==> src/rtl/axis_sink_pkg.sv <==
// Shared types and helpers for the AXI4-Stream frame sink.
package axis_sink_pkg;

  typedef enum logic [1:0] {
    IDLE    = 2'b00,
    RECEIVE = 2'b01,
    DRAIN   = 2'b10
  } state_t;

  // Pointers must be able to hold N itself (one past the last buffer slot).
  function automatic int ptr_width(input int n);
    return $clog2(n + 1);
  endfunction

endpackage

==> src/rtl/axis_sink_buf.sv <==
// Frame buffer: DEPTH x DW register array, synchronous write, asynchronous read.
module axis_sink_buf #(
  parameter int DW    = 32,
  parameter int DEPTH = 8,
  parameter int AW    = $clog2(DEPTH)
) (
  input  logic          clk,
  input  logic          wr_en,
  input  logic [AW-1:0] wr_addr,
  input  logic [DW-1:0] wr_data,
  input  logic [AW-1:0] rd_addr,
  output logic [DW-1:0] rd_data
);

  logic [DW-1:0] mem [DEPTH];

  // Contents are don't-care after reset, so the array has no reset.
  always_ff @(posedge clk) begin
    if (wr_en) mem[wr_addr] <= wr_data;
  end

  assign rd_data = mem[rd_addr];

endmodule

==> src/rtl/axis_stream_sink.sv <==
// AXI4-Stream slave capturing fixed-length frames with a show-ahead drain port.
// Optional beat pattern checker enabled by defining AXIS_SINK_PATTERN_CHECK_EN.
//
// state   | meaning
// IDLE    | clear pointers and error flags, TREADY low
// RECEIVE | TREADY high, accept beats until TLAST or beat N-1
// DRAIN   | TREADY low, local logic pops captured words
module axis_stream_sink
  import axis_sink_pkg::*;
#(
  parameter int C_S_AXIS_TDATA_WIDTH  = 32,
  parameter int NUMBER_OF_INPUT_WORDS = 8,
  parameter int C_PATTERN_BASE        = 1
) (
  input  logic                                       S_AXIS_ACLK,
  input  logic                                       S_AXIS_ARESETN,
  output logic                                       S_AXIS_TREADY,
  input  logic [C_S_AXIS_TDATA_WIDTH-1:0]            S_AXIS_TDATA,
  input  logic [C_S_AXIS_TDATA_WIDTH/8-1:0]          S_AXIS_TSTRB,
  input  logic                                       S_AXIS_TLAST,
  input  logic                                       S_AXIS_TVALID,
  input  logic                                       rd_en,
  output logic [C_S_AXIS_TDATA_WIDTH-1:0]            rd_data,
  output logic                                       rd_valid,
  output logic                                       frame_done,
  output logic [$clog2(NUMBER_OF_INPUT_WORDS+1)-1:0] word_count,
  output logic                                       tlast_err,
  output logic                                       data_err
);

  localparam int W  = C_S_AXIS_TDATA_WIDTH;
  localparam int N  = NUMBER_OF_INPUT_WORDS;
  localparam int PW = ptr_width(N);
  localparam int AW = $clog2(N);
  localparam logic [PW-1:0] LAST_IDX = PW'(N - 1);

  state_t        state, next_state;
  logic [PW-1:0] wr_ptr, rd_ptr;
  logic          accept, close, early_last, missing_last, pop;
  logic [W-1:0]  buf_rd_data;
  logic          unused_tstrb;

  assign unused_tstrb = ^S_AXIS_TSTRB;

  always_ff @(posedge S_AXIS_ACLK or negedge S_AXIS_ARESETN) begin
    if (!S_AXIS_ARESETN) state <= IDLE;
    else                 state <= next_state;
  end

  always_comb begin
    next_state = state;
    case (state)
      IDLE:    next_state = RECEIVE;
      RECEIVE: if (close) next_state = DRAIN;
      DRAIN:   if (rd_ptr == wr_ptr) next_state = IDLE;
      default: next_state = IDLE;
    endcase
  end

  always_comb begin
    accept       = 1'b0;
    close        = 1'b0;
    early_last   = 1'b0;
    missing_last = 1'b0;
    rd_valid     = 1'b0;
    pop          = 1'b0;
    case (state)
      RECEIVE: begin
        accept       = S_AXIS_TVALID && S_AXIS_TREADY;
        close        = accept && (S_AXIS_TLAST || (wr_ptr == LAST_IDX));
        early_last   = accept && S_AXIS_TLAST && (wr_ptr != LAST_IDX);
        missing_last = accept && !S_AXIS_TLAST && (wr_ptr == LAST_IDX);
      end
      DRAIN: begin
        rd_valid = (rd_ptr < wr_ptr);
        pop      = rd_en && rd_valid;
      end
      default: ;
    endcase
  end

  // TREADY is registered from next_state so it tracks RECEIVE exactly.
  always_ff @(posedge S_AXIS_ACLK or negedge S_AXIS_ARESETN) begin
    if (!S_AXIS_ARESETN) begin
      S_AXIS_TREADY <= 1'b0;
      frame_done    <= 1'b0;
      wr_ptr        <= '0;
      rd_ptr        <= '0;
      tlast_err     <= 1'b0;
    end else begin
      S_AXIS_TREADY <= (next_state == RECEIVE);
      frame_done    <= close;
      if (state == IDLE) begin
        wr_ptr    <= '0;
        rd_ptr    <= '0;
        tlast_err <= 1'b0;
      end else begin
        if (accept) wr_ptr <= wr_ptr + PW'(1);
        if (pop)    rd_ptr <= rd_ptr + PW'(1);
        if (early_last || missing_last) tlast_err <= 1'b1;
      end
    end
  end

  axis_sink_buf #(
    .DW    (W),
    .DEPTH (N),
    .AW    (AW)
  ) u_buf (
    .clk     (S_AXIS_ACLK),
    .wr_en   (accept),
    .wr_addr (wr_ptr[AW-1:0]),
    .wr_data (S_AXIS_TDATA),
    .rd_addr (rd_ptr[AW-1:0]),
    .rd_data (buf_rd_data)
  );

  // rd_ptr may sit at N once drained; masking keeps the aliased slot invisible.
  assign rd_data    = rd_valid ? buf_rd_data : '0;
  assign word_count = wr_ptr;

`ifdef AXIS_SINK_PATTERN_CHECK_EN
  logic [W-1:0] expected_beat;

  assign expected_beat = W'(C_PATTERN_BASE) + W'(wr_ptr);

  always_ff @(posedge S_AXIS_ACLK or negedge S_AXIS_ARESETN) begin
    if (!S_AXIS_ARESETN)                                   data_err <= 1'b0;
    else if (state == IDLE)                                data_err <= 1'b0;
    else if (accept && (S_AXIS_TDATA != expected_beat))    data_err <= 1'b1;
  end
`else
  logic [W-1:0] unused_pattern_base;

  assign unused_pattern_base = W'(C_PATTERN_BASE);
  assign data_err            = 1'b0;
`endif

endmodule
==> config.mk <==
export PLATFORM = sky130hd
export DESIGN_NAME = axis_stream_sink
export DESIGN_NICKNAME = d
export VERILOG_FILES = /design/src/rtl/axis_sink_pkg.sv /design/src/rtl/axis_sink_buf.sv /design/src/rtl/axis_stream_sink.sv
export SDC_FILE = /design/constraint.sdc
export NUM_CORES = 1
export LEC_CHECK = 0
export CORE_MARGIN = 3
export CORE_UTILIZATION = 50
export CTS_CLUSTER_DIAMETER = 80
export DETAILED_ROUTE_END_ITERATION = 16
export PLACE_DENSITY = 0.75
export RECOVER_POWER = 100
export REMOVE_ABC_BUFFERS = 1
export SYNTH_ARGS = -nofsm -noshare
export SYNTH_HDL_FRONTEND = slang
export SYNTH_SLANG_ARGS = --single-unit
==> constraint.sdc <==
create_clock -name S_AXIS_ACLK -period 4.7 [get_ports S_AXIS_ACLK]
set_clock_uncertainty 0.1 [all_clocks]
set_input_delay 1.41 -clock S_AXIS_ACLK [delete_from_list [all_inputs] [get_ports S_AXIS_ACLK]]
set_output_delay 1.41 -clock S_AXIS_ACLK [all_outputs]
set_load 0.03 [all_outputs]
# [Word-level counts from Yosys, hierarchy flattened]
# Memories as Yosys holds them, arrays and structs flattened.
# Index checks and enable logic that the tools add are counted.
# W data, S select, Z words.
[word_totals] ram_bits=256 memories=1 inputBits=41 wordCells=48 reg_bits=13
[mem_list] memory="u_buf.mem" words=8 width=32 rd=1 rd_ports_with_merged_regs=0 write_ports=1 line_no="axis_sink_buf.sv:15" text="logic [DW-1:0] mem [DEPTH];"
[classes] add_sub_neg=2 eq_ne=6 n_lt_le_gt_ge=1 n_reduce_logical=14 n_mux=18
[ops] operator="$mux W32" count=1
[ops] operator="$mux W4" count=4
[ops] operator="$mux W1" count=10
[ops] operator="$add A4 B1 Y4 const B" count=2
[ops] operator="$logic_and A1 B1 Y1" count=7
[ops] operator="$pmux W2 S3" count=1
[ops] operator="$reduce_bool A2 Y1" count=3
[ops] operator="$eq A2 B1 Y1 const B" count=2
[ops] operator="$eq A4 B3 Y1 const B" count=1
[ops] operator="$eq A4 B4 Y1" count=1
[ops] operator="$lt A4 B4 Y1" count=1
[ops] operator="$mux W2" count=2
[ops] operator="$ne A4 B3 Y1 const B" count=1
[ops] operator="$eq A2 B2 Y1 const B" count=1
[ops] operator="$logic_not A2 Y1" count=1
[ops] operator="$logic_or A1 B1 Y1" count=2
[ops] operator="$logic_not A1 Y1" count=1

# [Depth between registers and ports, before layout]
[logic_depth] word_depth=7 mapped_depth=9 mapped_depth_nobuf=6

# [Modules after synthesis]
# A second synthesis with hierarchy kept.
[unflattened] hier_cells=488 hier_area_um2=10765.3
[modules_own_cells] module="axis_sink_buf" cells_each=383 instances=1 area_per_inst_um2=9825.7
[modules_own_cells] module="axis_stream_sink" cells_each=105 instances=1 area_per_inst_um2=939.7

# [Worst setup path before layout]
# No wires, ideal clock.
[synth_path] path_type="input -> register" from="in S_AXIS_TVALID" to="mem u_buf.mem[2][0], enable pin" required_time_ns=4.139 path_slack_ns=0.070 arrival_ns=4.069 cell_stages=4 path_cell_list="and4b_1 buf_2 nand2_1 nor3_1"
[synth_via] elab_chain_cells=4
[synth_lines] element="start: declaration" line_no="axis_stream_sink.sv:21" text="input logic S_AXIS_TVALID,"
[synth_lines] element="$logic_and A1 B1 Y1" line_no="axis_stream_sink.sv:69" text="accept = S_AXIS_TVALID && S_AXIS_TREADY;"
[synth_lines] element="$mux W1" line_no="axis_stream_sink.sv:67" text="case (state)"
[synth_lines] element="$mux W1" line_no="axis_sink_buf.sv:19" text="if (wr_en) mem[wr_addr] <= wr_data;"
[synth_lines] element="$mux W1 (implied by the code)" line_no="axis_sink_buf.sv:19"
[synth_lines] element="end: declaration" line_no="axis_sink_buf.sv:15"
# No other way between the ends.

# [Worst setup path in the final report]
[layout_path] from="reg wr_ptr[1], in the netlist word_count[1]" to="out rd_data[14]"
[layout_via] elab_chain_cells=3
[layout_lines] element="start: declaration" line_no="axis_stream_sink.sv:38" text="logic [PW-1:0] wr_ptr, rd_ptr;"
[layout_lines] element="start signal: assignment" line_no="axis_stream_sink.sv:98" text="if (accept) wr_ptr <= wr_ptr + PW'(1);"
[layout_lines] element="$lt A4 B4 Y1" line_no="axis_stream_sink.sv:75" text="rd_valid = (rd_ptr < wr_ptr);"
[layout_lines] element="$mux W1" line_no="axis_stream_sink.sv:67"
[layout_lines] element="$mux W32" line_no="axis_stream_sink.sv:119" text="assign rd_data = rd_valid ? buf_rd_data : '0;"
[layout_lines] element="end: declaration" line_no="axis_stream_sink.sv:23" text="output logic [C_S_AXIS_TDATA_WIDTH-1:0] rd_data,"
# No other way between the ends.

==> impl_metrics.toml <==
[floorplan]
fp.dieH_um = 151
start_util_pct = 51.3
die_area_um2 = 22700
ios = 82
placement_rows = 52
die_w_um = 151
core_region_area_um2 = 20400

[placed_design]
gpl.final_weighted_congestion = 0.836
portBuffers = 76
dp.final_hpwl_um = 10800
placed_cells_incl_taps = 824
post_placement_cell_area_um2 = 11600

[routing]
via_per_inst = 5.68
drt_drc_violations_left = 0
drt_pass1_iterations = 6
wire_per_inst_um = 23.0
initial_detailed_routing_violation_count = 332
final_wirelength_um = 20100
dr_total_vias = 4967
ant_nets = 0

[clock_tree]
cts_max_level = 1
clk_transition_reported_paths_ns = 0.06
cts_buffer_depth = 3
clock_sinks = 269
inserted_clock_buffers = 27
cts_tree = "built"
clk-insertion-delay-late_ns = 0.51
clk_root_buffer_cell = "clkbuf_16"

[critical_path]
r2r.worst_path.cells = 4
launching_point_of_the_worst_reg2reg_path = "state[1]"
crit_path_start_kind = "flip-flop"
critical_path.endpoint_type = "output pin"
timing.critical_path.arrival_ns = 2.83
critical_path_required_ns = 3.19
critical_path_class = "reg -> out"
reg2reg_to = "u_buf.mem[7][4]"
worstPathMaxFanout = 30
regToRegSetupSlack_ns = 1.55

[synthesis]
synth-seq-area-share_pct = 76.5
synthCells = 490
syn_area_um2 = 10500
post_synth_num_cell_types = 32
synth.ff_latch_count = 269
yosysWarningCount = 0
synthesis.area_per_instance_um2 = 21.4

[global_route]
pin_count_of_the_biggest_net_entering_global_routing = 69
grt_antenna_before_repair = 2
grtUsageTotal_pct = 18.4
first_global_vias = 5380
total_gr_overflow = 0
wire_length_of_the_first_global_routing_pass_um = 31200

[power_and_ir_drop]
powerDensity_nw_per_um2 = 481
p_leak_uw = 0.00382
vdd.ir_drop.worst_uv = 304
power.total_uw = 5860

[final_layout]
finalNonFillerCells = 875
layout_commonest_cell = "edfxtp_1"
fill_cells = 1472
final_net_count = 631
area.growth.synth_to_final_pct = 16.2
utilization_after_layout_pct = 59.6
fraction_of_final_layout_cells_sized_beyond_drive_strength_1_pct = 20.4
layout.cell_area.non_filler_um2 = 12200
layout.cells.most_common_list = "256 x edfxtp_1, 64 x mux4_2, 42 x dlygate4sd3_1, 41 x nor2_1, 36 x mux2i_1"

[min_path]
min_delay_path_depth = 1
hp-class = "reg -> reg"
holdPathEnd = "rd_ptr[3]"
min-delay-start = "rd_ptr[3]"

[timing]
timing.fmax_mhz = 231
actual_transition_at_the_worst_max_transition_pin_ns = 1.66
fin_crit_ns = 4.34
timing_hold_violations_final = 0
timing.final.crit_share_pct = 92.3
setup_total_negative_slack_ns = 0
maxSlewHeadroom_pct = -10.9
timing_max_transition_violations_final = 15
rsz0062_at_grt = "no"
final_setup_viols = 0

[run_status]
violated_checks = "capacitance limit, slew limit"
outcome = "finished with violations"

[flow_run]
max_cap_viol_count = 1
-- how the worst max path moves through the flow --
stage | cells past startpoint | from | endpoint | slack [ns]
global placement | 8 | word_count[1] | rd_data[21] | 0.57
floorplan | 6 | rd_ptr[0] | rd_valid | -0.98
CTS | 8 | word_count[1] | rd_data[0] | 0.12
global route | 8 | word_count[1] | rd_data[28] | 0.16
detailed placement | 8 | word_count[1] | rd_data[0] | 0.50
finish | 8 | word_count[1] | rd_data[14] | 0.36
-- cell families after synthesis --
family / after synthesis / synth area share, %
AO/OA/AOI/OAI: 10 / 0.585
adder cells (fa/ha/maj): 6 / 0.716
multiplexers: 100 / 17.2
other: 1 / 0.0358
XOR/XNOR: 1 / 0.0836
flip-flops: 269 / 76.5
AND/OR/NAND/NOR: 73 / 3.03
buffers and inverters: 30 / 1.89
-- synthesized netlist by cell type, drive strengths merged --
master / count / area share (%)
o211ai: 1 / 0.072
buf: 19 / 1.5
dfrtp: 13 / 3.1
nand2: 13 / 0.47
and3b: 1 / 0.084
ha: 6 / 0.72
clkbuf: 6 / 0.21
xor2: 1 / 0.084
o21a: 1 / 0.072
conb: 1 / 0.036
o31ai: 1 / 0.072
a31o: 1 / 0.084
nand2b: 1 / 0.060
a21oi: 3 / 0.14
nand3: 3 / 0.14
and4b: 1 / 0.096
nor2b: 1 / 0.060
nand4: 1 / 0.060
inv: 5 / 0.18
mux2i: 36 / 3.4
nand4b: 1 / 0.084
mux4: 64 / 14
edfxtp: 256 / 73
nor3b: 1 / 0.072
and3: 3 / 0.18
nor2: 44 / 1.6
or2: 1 / 0.060
nor3: 2 / 0.096
o21ai: 3 / 0.14
-- metrics by stage --
step,setup WS (ns),hold slack (ns)
after floorplan,-0.980,0.349
after global placement,0.568,0.379
after detailed placement,0.496,0.392
after CTS,0.117,0.401
after global routing,0.158,0.422
final,0.362,0.407
-- critical path, cell delays in order, from the launching register on --
cell      delay [ns]
dfrtp_1         0.39
inv_1           0.09
ha_1            0.31
nor2b_1         0.14
o211ai_1        0.22
nand3_1         0.23
buf_4           0.34
nor2_1          0.24
clkbuf_1        0.35
-- cell type report --
cell class / count / area [um^2] / share of cell area [%]
flip-flops and latches: 269 / 8020 / 65.9
multi-input cells: 191 / 2290 / 18.8
clock buffers: 31 / 691 / 5.67
repair buffers: 90 / 679 / 5.58
well taps: 270 / 338 / 2.78
clock inverters: 18 / 134 / 1.10
inverters: 5 / 18.8 / 0.154
diodes: 1 / 2.50 / 0.0206
-- registers in the layout, indices dropped and copies added, names as in the netlist --
register,cells
S_AXIS_TREADY,1
frame_done,1
rd_ptr,4
state,2
tlast_err,1
u_buf.mem,256
word_count,4
-- repair_timing --
action | CTS | global route
resized for setup | 1 | 7
setup buffers | 1 | 0
pin swaps | 1 | 0
hold buffers | 0 | 0
setup endpoints to repair | 8 | 7
-- power breakdown --
group | total [uW] | switching [uW] | internal (uW)
combinational | 959 | 532 | 426
sequential | 2920 | 71.6 | 2840
clock | 1980 | 828 | 1160
total | 5860 | 1430 | 4430
-- per-layer routing --
layer | global-route usage (%) | wire, um | vias to the layer above
li1 | - | - | 2187
met1 | 23.9 | 8170 | 2601
met2 | 32.5 | 10600 | 142
met3 | 3.28 | 1030 | 35
met4 | 4.40 | 310 | 2
met5 | 0 | 13 | -
Note: power is estimated with default switching activity, not from simulation.
